===== config.mk =====
export PLATFORM = sky130hd
export DESIGN_NAME = onehot_decoder_seq
export DESIGN_NICKNAME = d
export VERILOG_FILES = /design/src/rtl/onehot_decoder_seq.sv
export SDC_FILE = /design/constraint.sdc
export NUM_CORES = 1
export LEC_CHECK = 0
export ABC_CLOCK_PERIOD_IN_PS = 2700
export CAP_MARGIN = 5
export CORE_MARGIN = 4
export CORE_UTILIZATION = 53
export CTS_CLUSTER_SIZE = 24
export DETAILED_ROUTE_END_ITERATION = 16
export GPL_TIMING_DRIVEN = 1
export PLACE_DENSITY = 0.89
export SLEW_MARGIN = 10
export SYNTH_ARGS = -nofsm -noshare
export SYNTH_HDL_FRONTEND = slang
export SYNTH_SLANG_ARGS = --single-unit

===== constraint.sdc =====
create_clock -name clk -period 2.7 [get_ports clk]
set_input_delay 0.54 -clock clk [delete_from_list [all_inputs] [get_ports clk]]
set_output_delay 0.54 -clock clk [all_outputs]
set_load 0.01 [all_outputs]

===== src/rtl/onehot_decoder_seq.sv =====
// ---------------------------------------------------------------------------
// onehot_decoder_seq
//
// Registered binary-to-one-hot decoder with valid/ready handshakes on both
// sides. It has two modes of operation:
//   - direct mode (mode = 0): each accepted in_code appears one cycle later
//     as out = 1 << in_code. A code >= NUM_OUT gives an all-zero word.
//   - sweep mode  (mode = 1): a sweep_start pulse walks a single hot bit from
//     bit 0 up to bit NUM_OUT-1. The walk advances one position per output
//     handshake and produces exactly NUM_OUT words.
//
// Ports:
//   clk          rising-edge clock
//   rst_n        asynchronous active-low reset
//   mode         0 = direct decode, 1 = sweep (sampled only while idle)
//   in_valid     in_code is valid (direct mode)
//   in_ready     block accepts in_code this cycle
//   in_code      binary code to decode (IN_W bits)
//   sweep_start  single-cycle request to begin a sweep
//   out_valid    out holds a valid word
//   out_ready    consumer accepts out this cycle
//   out          registered one-hot word (NUM_OUT bits)
//   busy         high while a sweep is in progress
//   code_err     (only with ONEHOT_DECODER_ERR_EN) the word on out came from
//                an illegal code
//
// Optional feature macro: ONEHOT_DECODER_ERR_EN adds the code_err output.
// ---------------------------------------------------------------------------
module onehot_decoder_seq #(
    parameter int NUM_OUT = 16,
    parameter int IN_W    = $clog2(NUM_OUT)
) (
    input  logic               clk,
    input  logic               rst_n,
    input  logic               mode,
    input  logic               in_valid,
    output logic               in_ready,
    input  logic [IN_W-1:0]    in_code,
    input  logic               sweep_start,
    output logic               out_valid,
    input  logic               out_ready,
    output logic [NUM_OUT-1:0] out,
    output logic               busy
`ifdef ONEHOT_DECODER_ERR_EN
    ,
    output logic               code_err
`endif
);

    typedef enum logic {
        IDLE,
        SWEEP
    } state_e;

    state_e             state_q, state_d;
    logic [NUM_OUT-1:0] out_q, out_d;
    logic               out_valid_q, out_valid_d;
    logic [IN_W-1:0]    idx_q, idx_d;
`ifdef ONEHOT_DECODER_ERR_EN
    logic               err_q, err_d;
    logic               code_illegal;
`endif

    logic               drain_ok;
    logic               out_fire;
    logic               idx_last;
    logic [NUM_OUT-1:0] code_onehot;

    // The output register counts as free when it is empty or is being
    // emptied this cycle. This lets a new word load without a bubble.
    assign drain_ok = !out_valid_q || out_ready;
    assign out_fire = out_valid_q && out_ready;
    assign idx_last = (idx_q == IN_W'(NUM_OUT - 1));

    // A code with no matching position sets no bit. An illegal code
    // (>= NUM_OUT) therefore decodes to all zeros with no extra logic.
    function automatic logic [NUM_OUT-1:0] decode(input logic [IN_W-1:0] code);
        logic [NUM_OUT-1:0] d;
        d = '0;
        for (int i = 0; i < NUM_OUT; i++) begin
            if (code == IN_W'(i)) begin
                d[i] = 1'b1;
            end
        end
        return d;
    endfunction

    assign code_onehot = decode(in_code);

`ifdef ONEHOT_DECODER_ERR_EN
    // The compare is one bit wider than the code, so NUM_OUT itself fits
    // even when NUM_OUT is a power of two.
    assign code_illegal = ({1'b0, in_code} >= (IN_W + 1)'(NUM_OUT));
`endif

    // State and datapath registers. All of them clear asynchronously, so a
    // reset during a sweep discards the partial sweep at once.
    always_ff @(posedge clk or negedge rst_n) begin
        if (!rst_n) begin
            state_q     <= IDLE;
            out_q       <= '0;
            out_valid_q <= 1'b0;
            idx_q       <= '0;
`ifdef ONEHOT_DECODER_ERR_EN
            err_q       <= 1'b0;
`endif
        end else begin
            state_q     <= state_d;
            out_q       <= out_d;
            out_valid_q <= out_valid_d;
            idx_q       <= idx_d;
`ifdef ONEHOT_DECODER_ERR_EN
            err_q       <= err_d;
`endif
        end
    end

    // Next-state and next-word logic. By default every register holds.
    // While idle, sweep mode takes priority and the input stream is closed.
    // In a sweep, the hot bit shifts up on each output handshake. The
    // handshake on the last position ends the sweep and leaves out unchanged.
    always_comb begin
        state_d     = state_q;
        out_d       = out_q;
        out_valid_d = out_valid_q;
        idx_d       = idx_q;
`ifdef ONEHOT_DECODER_ERR_EN
        err_d       = err_q;
`endif
        unique case (state_q)
            IDLE: begin
                if (mode && sweep_start && drain_ok) begin
                    state_d     = SWEEP;
                    idx_d       = '0;
                    out_d       = NUM_OUT'(1);
                    out_valid_d = 1'b1;
`ifdef ONEHOT_DECODER_ERR_EN
                    err_d       = 1'b0;
`endif
                end else if (!mode && in_valid && drain_ok) begin
                    out_d       = code_onehot;
                    out_valid_d = 1'b1;
`ifdef ONEHOT_DECODER_ERR_EN
                    err_d       = code_illegal;
`endif
                end else if (out_fire) begin
                    out_valid_d = 1'b0;
`ifdef ONEHOT_DECODER_ERR_EN
                    err_d       = 1'b0;
`endif
                end
            end
            SWEEP: begin
                if (out_fire) begin
                    if (idx_last) begin
                        state_d     = IDLE;
                        idx_d       = '0;
                        out_valid_d = 1'b0;
                    end else begin
                        idx_d = idx_q + 1'b1;
                        out_d = out_q << 1;
                    end
                end
            end
            default: begin
                state_d = IDLE;
            end
        endcase
    end

    // Outputs that depend on the state. The input side is open only in
    // direct mode while idle, and only when the output register can take
    // a word.
    always_comb begin
        in_ready = 1'b0;
        busy     = 1'b0;
        if (state_q == IDLE) begin
            in_ready = !mode && drain_ok;
        end else begin
            busy = 1'b1;
        end
    end

    assign out       = out_q;
    assign out_valid = out_valid_q;
`ifdef ONEHOT_DECODER_ERR_EN
    assign code_err  = err_q;
`endif

endmodule

==> out/metrics.cfg, run 1 <==
[run_status]
status=finished, final reports clean

[worst_setup_path]
startpoint_type=input pin
path_cells=clkdlybuf4s50_1 -> nor2b_1 -> nor3_1 -> clkdlybuf4s50_1
cpLargestDelayFamily=buffers and inverters
crit_path_end_kind=primary output
arrival_ns=1.95
required_ns=2.16
critPathMaxFanout=7
slowest_delay_ns=0.57
worst-path-buf-inv=2
crit_path_top_delay_cell=clkdlybuf4s50_1
cpMostUsedCell=clkdlybuf4s50_1
worstSetupPathType=input pin to primary output

[power]
vdd_drop_max_mv=0.566
pwr-share-seq=0.367
p_sw_uw=473
power.share.switching=0.315
intPower_uw=1030
p_comb_frac=0.463
power_density_mw_per_mm2=929
power.share.clock=0.170
power_uw=1500
leakagePower_uw=0.000680

[die]
num_rows=17
die_x_um=56.5
die_h_um=56.5
die-area_mm2=0.00319
num_io_pins=29
core-area_mm2=0.00223
start_util=0.557

[finish]
final_common_cell=clkdlybuf4s50_1
drive_above_1_share=0.184
fin_nets=153
n_antenna_cell=0
area_delta_synth_final_pct=29.7
final_cells=169
fillerInstances=160
final_cell_mix=clkdlybuf4s50_1, dfrtp_1, nand2_1, o21ai_0, mux2_4

[route]
drtAntennaViolNets=0
viasPerCell=5.74
drtIter0Drc=38
via_count=970
wire_per_inst_um=15.7
drc=0
dr.pass1.iters=4
wl_um=2650

[synthesis]
syn-cell-area_mm2=0.00124
yosys-mux-area-fraction=0.193
postSynth.asyncResetShare=1.00
synth_nets=121
yosysSeqAreaShare=0.442
synth_xor_area_frac=0.00704
ys_types=28
ys_seq_elements=22
synth-edff-count=0
syn_avg_cell_area_um2=11.3
synth_top_family_by_area=multiplexers
synth_compound_area_frac=0.190
synth_fa_ha_area_frac=0.0101
synth-simple-area-share=0.129
netlist_instances=110
yosysWarnings=0
synth-main-ff-cell=dfrtp_1

[clock_network]
ctsLongestPathBuffers=2
clock_sinks=22
cts_resized=0
clk_latency_ns=0.32
post-cts-setup-buffers=0
cts-root-buf=clkbuf_4
holdBufCountCts=0
cts_tree=done
clkTransAtPathRegs_ns=0.13
h-tree-depth=1
numCtsBuffers=3

[global_route]
grt_pass1_vias=1026
grt_pass1_wl_um=4740
grt_max_degree=27
grt_usage=0.186
antenna_found_initial=0
grt.overflow.total=0

[timing]
fmax_mhz=402
min_period_over_period=0.920
max_slew_margin=0.571
hold_viol_final=0
setup_tns_ns=0
worst_pin_slew_ns=0.640
rsz0062_at_grt=no
fin_crit_ns=2.49
slew_viol_final=0
fin_worst_skew_ns=0.00732
setup_viol=0
whs_ns=0.536

[placed_design]
placedCellCount=165
gp_congestion=0.788
hpwl_um=1960
io_buffers=28

[hold_path]
hold_path.class=input pin to async pin

[run]
max_cap_viol_count=0

-- flip-flops by register name, summed over array words and instances (netlist names) --
register / count
idx_q: 4
out: 16
out_valid: 1
state_q: 1
-- final cells by class --
type	instances	area, um2	share of cell area
clock buffers	3	22.5	0.0139
clock inverters	1	30.0	0.0186
inverters	1	3.75	0.00232
multi-input cells	83	658	0.407
flip-flops and latches	22	551	0.341
well taps	28	35.0	0.0217
repair buffers	31	315	0.195
-- logic make-up (layout without fill, tap and decap cells) --
family / after synthesis / after routing
AO/OA/AOI/OAI: 30 / 30
XOR/XNOR: 1 / 1
adder cells (fa/ha/maj): 1 / 1
buffers and inverters: 5 / 36
flip-flops: 22 / 22
multiplexers: 18 / 18
AND/OR/NAND/NOR: 33 / 33
-- synthesized netlist by cell type (2+ instances only) --
cell type | number | area (um2)
clkbuf_1 | 2 | 7.51
nand2_1 | 14 | 52.6
nor2b_1 | 3 | 18.8
nor2_1 | 3 | 11.3
o21bai_1 | 2 | 15.0
nor3b_1 | 2 | 15.0
a22o_1 | 7 | 61.3
nand2b_1 | 4 | 25.0
dfrtp_1 | 22 | 551
nand3_1 | 4 | 20.0
mux2_2 | 7 | 78.8
mux2_4 | 10 | 150
o21ai_0 | 10 | 50.1
and3_1 | 2 | 12.5
a32o_1 | 5 | 50.1
-- through the flow --
step                      setup WS [ns]  area (um2)   util
final                             0.215        1620  0.723
after global routing             0.0779        1620  0.723
after CTS                         0.203        1620  0.723
after detailed placement          0.209        1560  0.700
after global placement            0.272        1560  0.700
after floorplan                   0.882        1240      -
-- final timing paths --
| kind | start | slack, ns | endpoint | cells past startpoint |
|---|---|---|---|---|
| worst max-delay path | out_ready | 0.21 | in_ready | 4 |
| worst min-delay path | rst_n | 0.54 | out[2]$_DFFE_PN0P_ | 2 |
| worst max register to register | state_q$_DFF_PN0_ | 0.90 | out[1]$_DFFE_PN0P_ | 5 |
| worst min register to register | out[0]$_DFFE_PN0P_ | 0.54 | out[0]$_DFFE_PN0P_ | 1 |
| max in group asynchronous | rst_n | 1.94 | idx_q[1]$_DFFE_PN0P_ | 2 |
| min in group clk | out[0]$_DFFE_PN0P_ | 0.54 | out[0]$_DFFE_PN0P_ | 1 |
-- power by group through the flow --
stage	clock network (uW)	logic, uW	registers, uW
global placement	0	677	551
detailed placement	0	696	556
floorplan	0	393	576
global route	274	751	571
finish	256	695	551
CTS	257	701	549
-- layer usage --
| layer | routed length [um] | track usage | vias to the layer above | share of wire |
|---|---|---|---|---|
| met5 | 0 | 0 | - | 0 |
| met4 | 34 | 0.0576 | 0 | 0.013 |
| met3 | 177 | 0.0345 | 5 | 0.067 |
| met2 | 1240 | 0.305 | 30 | 0.47 |
| met1 | 1200 | 0.247 | 461 | 0.45 |
| li1 | - | - | 474 | - |
No activity file was read; power rests on OpenSTA's default activity.
==> inputs of run 2 (changes only) <==
Settings changed: CTS_CLUSTER_SIZE 24 to 12.
==> results of run 2 <==
The final DEF is identical to that of run 1; final timing and power are the same.
